## src/rtl/shift_seq_pkg.sv

```systemverilog
// shift_seq_pkg
// Shared definitions for the shift sequencer slice: the two-bit operation
// encoding carried on in_op and the sequencer state type.
// No ports (package).
// Optional feature macro used by the top: SHIFT_SEQ_STATS_EN.

package shift_seq_pkg;

  localparam logic [1:0] OP_SHR = 2'b00;
  localparam logic [1:0] OP_SHL = 2'b01;
  localparam logic [1:0] OP_ROR = 2'b10;
  localparam logic [1:0] OP_ROL = 2'b11;

  typedef enum logic [1:0] {
    IDLE  = 2'd0,
    SHIFT = 2'd1,
    DONE  = 2'd2
  } state_t;

endpackage

```

## src/rtl/shift_step.sv

```systemverilog
// shift_step
// Combinational single-bit shift/rotate of a WIDTH-bit word.
// Ports:
//   op  in  [1:0]        operation (OP_SHR, OP_SHL, OP_ROR, OP_ROL)
//   d   in  [WIDTH-1:0]  operand
//   q   out [WIDTH-1:0]  operand moved by exactly one bit position

module shift_step
  import shift_seq_pkg::*;
#(
  parameter int WIDTH = 8
) (
  input  logic [1:0]       op,
  input  logic [WIDTH-1:0] d,
  output logic [WIDTH-1:0] q
);

  always_comb begin
    q = d;
    case (op)
      OP_SHR:  q = {1'b0, d[WIDTH-1:1]};
      OP_SHL:  q = {d[WIDTH-2:0], 1'b0};
      OP_ROR:  q = {d[0], d[WIDTH-1:1]};
      OP_ROL:  q = {d[WIDTH-2:0], d[WIDTH-1]};
      default: q = d;
    endcase
  end

endmodule

```

## src/rtl/shift_sequencer.sv

```systemverilog
// shift_sequencer
// Multi-cycle barrel-shift replacement: accepts a command (op, amount, data),
// applies one single-bit step per cycle, then holds the result until the
// consumer takes it.
// Ports:
//   clk        in   rising-edge clock
//   rst        in   asynchronous active-high reset
//   in_valid   in   command present
//   in_ready   out  command can be accepted (IDLE only)
//   in_op      in   [1:0] 00 shr, 01 shl, 10 ror, 11 rol
//   in_amt     in   [AMT_W-1:0] number of single-bit steps
//   in_data    in   [WIDTH-1:0] operand
//   out_valid  out  result present (DONE only)
//   out_ready  in   consumer accepts result
//   out_data   out  [WIDTH-1:0] result (working register)
//   busy       out  any state other than IDLE
//   cmd_count  out  [15:0] saturating result-handshake count, only when
//                   SHIFT_SEQ_STATS_EN is defined

module shift_sequencer
  import shift_seq_pkg::*;
#(
  parameter int WIDTH = 8,
  parameter int AMT_W = 3
) (
  input  logic             clk,
  input  logic             rst,
  input  logic             in_valid,
  output logic             in_ready,
  input  logic [1:0]       in_op,
  input  logic [AMT_W-1:0] in_amt,
  input  logic [WIDTH-1:0] in_data,
  output logic             out_valid,
  input  logic             out_ready,
  output logic [WIDTH-1:0] out_data,
  output logic             busy
`ifdef SHIFT_SEQ_STATS_EN
  ,
  output logic [15:0]      cmd_count
`endif
);

  localparam logic [AMT_W-1:0] CNT_ONE = AMT_W'(1);

  state_t           state, state_nxt;
  logic [WIDTH-1:0] work, work_nxt;
  logic [AMT_W-1:0] cnt, cnt_nxt;
  logic [1:0]       op_q, op_nxt;
  logic [WIDTH-1:0] step_out;
  logic             rdy_en;
  logic             accept;

  shift_step #(.WIDTH(WIDTH)) u_step (
    .op (op_q),
    .d  (work),
    .q  (step_out)
  );

  // rdy_en keeps in_ready low while rst is high and releases it on the
  // first clock edge after reset, even though the FSM already sits in IDLE.
  always_ff @(posedge clk or posedge rst) begin
    if (rst) rdy_en <= 1'b0;
    else     rdy_en <= 1'b1;
  end

  assign in_ready  = (state == IDLE) && rdy_en;
  assign out_valid = (state == DONE);
  assign busy      = (state != IDLE);
  assign out_data  = work;
  assign accept    = in_valid && in_ready;

  always_ff @(posedge clk or posedge rst) begin
    if (rst) begin
      state <= IDLE;
      work  <= '0;
      cnt   <= '0;
      op_q  <= OP_SHR;
    end else begin
      state <= state_nxt;
      work  <= work_nxt;
      cnt   <= cnt_nxt;
      op_q  <= op_nxt;
    end
  end

  // A zero amount skips SHIFT entirely; otherwise SHIFT runs exactly
  // in_amt cycles and leaves on the step that takes the counter from 1 to 0.
  always_comb begin
    state_nxt = state;
    work_nxt  = work;
    cnt_nxt   = cnt;
    op_nxt    = op_q;
    case (state)
      IDLE: begin
        if (accept) begin
          op_nxt    = in_op;
          work_nxt  = in_data;
          cnt_nxt   = in_amt;
          state_nxt = (in_amt != '0) ? SHIFT : DONE;
        end
      end
      SHIFT: begin
        work_nxt = step_out;
        cnt_nxt  = cnt - CNT_ONE;
        if (cnt == CNT_ONE) state_nxt = DONE;
      end
      DONE: begin
        if (out_ready) state_nxt = IDLE;
      end
      default: state_nxt = IDLE;
    endcase
  end

`ifdef SHIFT_SEQ_STATS_EN
  always_ff @(posedge clk or posedge rst) begin
    if (rst)
      cmd_count <= 16'd0;
    else if (out_valid && out_ready && (cmd_count != 16'hFFFF))
      cmd_count <= cmd_count + 16'd1;
  end
`endif

endmodule

```

## config.mk

```make
export PLATFORM = sky130hd
export DESIGN_NAME = shift_sequencer
export DESIGN_NICKNAME = d
export VERILOG_FILES = /design/src/rtl/shift_seq_pkg.sv /design/src/rtl/shift_step.sv /design/src/rtl/shift_sequencer.sv
export SDC_FILE = /design/constraint.sdc
export NUM_CORES = 1
export LEC_CHECK = 0
export ABC_AREA = 1
export ABC_CLOCK_PERIOD_IN_PS = 1000
export CAP_MARGIN = 20
export CORE_ASPECT_RATIO = 0.9
export CORE_MARGIN = 5
export CORE_UTILIZATION = 30
export DETAILED_ROUTE_END_ITERATION = 6
export SLEW_MARGIN = 30
export SYNTH_ARGS = -nofsm -noshare
export SYNTH_HDL_FRONTEND = slang
export SYNTH_SLANG_ARGS = --single-unit
```

## constraint.sdc

```tcl
create_clock -name clk -period 1 [get_ports clk]
set_input_delay 0.2 -clock clk [delete_from_list [all_inputs] [get_ports clk]]
set_output_delay 0.2 -clock clk [all_outputs]
set_load 0.1 [all_outputs]
```

==> run_results.csv <==
group,metric,value,unit
final_layout,design_area,1930,um2
worst_setup_path,critPathCapture,"in_ready",
clocking,clk_path_buf_depth,2,
placed_design,pre_cts_ws,-0.269,ns
final_layout,layout-drive-gt1-share,45.6,%
clocking,cts_buffers,3,
timing,finalHoldViolCount,0,
route,antenna_left,0,
timing,fin_crit,1.40,ns
final_layout,layout.nets,224,
worst_setup_path,max_stage_delay,0.41,ns
synth,synth_area_leader_cell,"dfrtp_1",
placed_design,gp_congestion,0.804,
timing,setup_viol,26,
synth,syn-instance-count,149,
grt,grt_pass1_vias,1101,
status,violations,"setup timing",
timing,slew_viol_final,0,
synth,synth_seq_area_share,40.5,%
floorplan,initial_utilization,31.8,%
clocking,cts.clk_slew.worst_paths,0.07,ns
worst_setup_path,slowest_stage,"dfrtp_1",
clocking,htreeDepth,1,
clocking,postCtsHoldBufs,0,
clocking,clock-sinks,16,
timing,fmax,715,MHz
floorplan,die-area,4550,um2
worst_setup_path,r2r-start,"state[0]$_DFFE_PP0P_",
floorplan,rows,19,
timing,period_share,140,%
worst_hold_path,hold_path_class,"in2async",
worst_setup_path,crit_start,"state[0]$_DFFE_PP0P_",
timing,finClkSkew,0.00601,ns
final_layout,final_util,61.8,%
grt,grt_pass1_wl,4850,um
worst_setup_path,rr_endpoint,"out_data[2]$_DFFE_PP0P_",
final_layout,fillers,258,
grt,grt_use_total,13.2,%
synth,ys.flop_type,"dfrtp_1",
worst_setup_path,cp.required,0.80,ns
synth,synth_area,990,um2
status,status,"finished with violations",
grt,grt_antenna_before_repair,0,
placed_design,port_buffers,27,
grt,grt_max_degree,17,
worst_setup_path,crit_path_start_kind,"register",
timing,rsz0062_at_grt,"true",
final_layout,syn2layout_area_growth,94.6,%
synth,syn_area_per_cell,6.64,um2
route,wl_per_cell,12.9,um
flow_run,drv_cap,0,
clocking,cts_tree,"done",
worst_setup_path,regToRegSetupSlack,-0.29,ns
synth,synth.top_cell.area_share,40.5,%
synth,synthTopCellsByArea,"dfrtp_1 40%, nand2_1 26%, nand3_1 7.6%",
grt,grt_overflow,0,
clocking,cts_root_buf,"clkbuf_8",
clocking,clock_latency,0.26,ns
floorplan,coreArea,3110,um2
final_layout,antenna_cells,0,
floorplan,num_io_pins,28,
placed_design,dp_hpwl,2040,um
synth,synthTopCellsByCount,"69 x nand2_1, 19 x inv_1, 16 x dfrtp_1",
route,viasPerCell,4.52,
timing,fin_ws,-0.398,ns
floorplan,die_y,64.5,um
worst_setup_path,worst-path-max-fanout,3,
route,via_count,1111,
worst_setup_path,arrival,1.20,ns
synth,synthesis.nets,168,
placed_design,place_area,1580,um2
worst_setup_path,crit_path_end_kind,"output pin",
route,drc,0,
worst_setup_path,crit_chain,"inv_2 -> buf_6 -> nand2_8 -> nor2_4 -> buf_12",
synth,yosys_warnings,0,
synth,synth_async_sr_flop_share,100,%
route,firstDrtPassIters,4,
worst_setup_path,worst-r2r-cell-count,9,
route,routed_wl,3170,um
floorplan,chipWidth,70.5,um
worst_setup_path,crit_type,"reg2out",
route,drt-initial-drc-count,42,
synth,synth_edf_count,0,
synth,synth.distinct_cells,19,
synth,synthMostInstantiatedCell,"nand2_1",
synth,synth-seq-cells,16,
[per-stage QoR]
step | hold WS [ns] | TNS, ns | cells
final | 0.265 | -5.71 | 246
after global routing | 0.281 | -7.06 | 246
after CTS | 0.277 | -4.66 | 243
after detailed placement | 0.507 | -4.09 | 229
after global placement | 0.504 | -3.99 | 229
after floorplan | 0.114 | -1.47 | 149
[how the worst min path moves through the flow]
| stage | startpoint | endpoint | slack [ns] | cells past startpoint |
|---|---|---|---|---|
| global route | rst | op_q[0]$_DFFE_PP0P_ | 0.28 | 3 |
| finish | rst | op_q[0]$_DFFE_PP0P_ | 0.26 | 3 |
| global placement | op_q[1]$_DFFE_PP0P_ | op_q[1]$_DFFE_PP0P_ | 0.50 | 2 |
| CTS | rst | state[1]$_DFFE_PP0P_ | 0.28 | 3 |
| floorplan | rst | cnt[0]$_DFFE_PP0P_ | 0.11 | 1 |
| detailed placement | op_q[1]$_DFFE_PP0P_ | op_q[1]$_DFFE_PP0P_ | 0.51 | 2 |
[critical path: cells and delay by family, from the launching register on]
kind,cells,cell delay (ns)
buf+inv,3,0.38
flops,1,0.41
simple gates,2,0.15
[layout make-up]
class,count,area [um2],area share [%]
repair buffers,55,657,34.1
flip-flops and latches,16,427,22.2
inverters,21,92.6,4.81
clock buffers,4,55.1,2.86
multi-input cells,108,642,33.3
well taps,42,52.6,2.73
[sequential cells by signal, indices dropped and copies added (netlist names)]
register,count
state,2
cnt,3
op_q,2
rdy_en,1
out_data,8
[per-layer routing]
metal	track usage (%)	vias to the layer above	share of wire, %
li1	-	558	-
met1	16.0	522	40
met2	21.3	24	54
met3	4.17	7	3.7
met4	6.57	0	2.2
met5	0	-	0
[cells by family after synthesis]
kind of cell               share of synthesized area (%)
other                                              0.379
adders and majority gates                           2.53
DFF                                                 40.5
AOI/OAI and AO/OA                                   4.30
buffers and inverters                               11.8
and+or+nand+nor                                     40.6
[cell usage in the layout (no fill, tap or decap)]
| cell type | Yosys | routed |
|---|---|---|
| or2_4 | 0 | 2 |
| buf_12 | 0 | 13 |
| o21bai_1 | 1 | 1 |
| nor2_1 | 7 | 4 |
| o21ai_1 | 2 | 2 |
| dfrtp_1 | 16 | 7 |
| conb_1 | 1 | 1 |
| nand3_2 | 1 | 7 |
| a21oi_1 | 1 | 1 |
| nor2_2 | 1 | 1 |
| clkdlybuf4s50_1 | 0 | 16 |
| inv_1 | 19 | 14 |
| clkinv_1 | 1 | 1 |
| nand2_2 | 2 | 12 |
| o21ai_0 | 4 | 1 |
| nand2_1 | 69 | 55 |
| buf_6 | 2 | 11 |
| nor2_4 | 0 | 3 |
| inv_4 | 0 | 2 |
| ha_2 | 0 | 1 |
| inv_6 | 0 | 1 |
| o21ai_2 | 0 | 3 |
| clkbuf_8 | 0 | 4 |
| ha_1 | 2 | 1 |
| dfrtp_2 | 0 | 3 |
| nand2_4 | 0 | 2 |
| nand3_1 | 15 | 7 |
| buf_4 | 2 | 15 |
| nand2_8 | 0 | 2 |
| dfrtp_4 | 0 | 6 |
| nand3_4 | 0 | 2 |
| inv_2 | 1 | 2 |
| clkinvlp_4 | 0 | 1 |
[timing repair]
| action | 4_1_cts | 5_1_grt |
|---|---|---|
| buffers inserted | 9 | 4 |
| resized for setup | 15 | 43 |
| setup endpoints to repair | 26 | 26 |
| cloned | 1 | 0 |
| pin swaps | 3 | 15 |
Power is left out: the tool's default activity adds up to more than one toggle a clock period on the data nets, which glitch-free logic cannot reach.
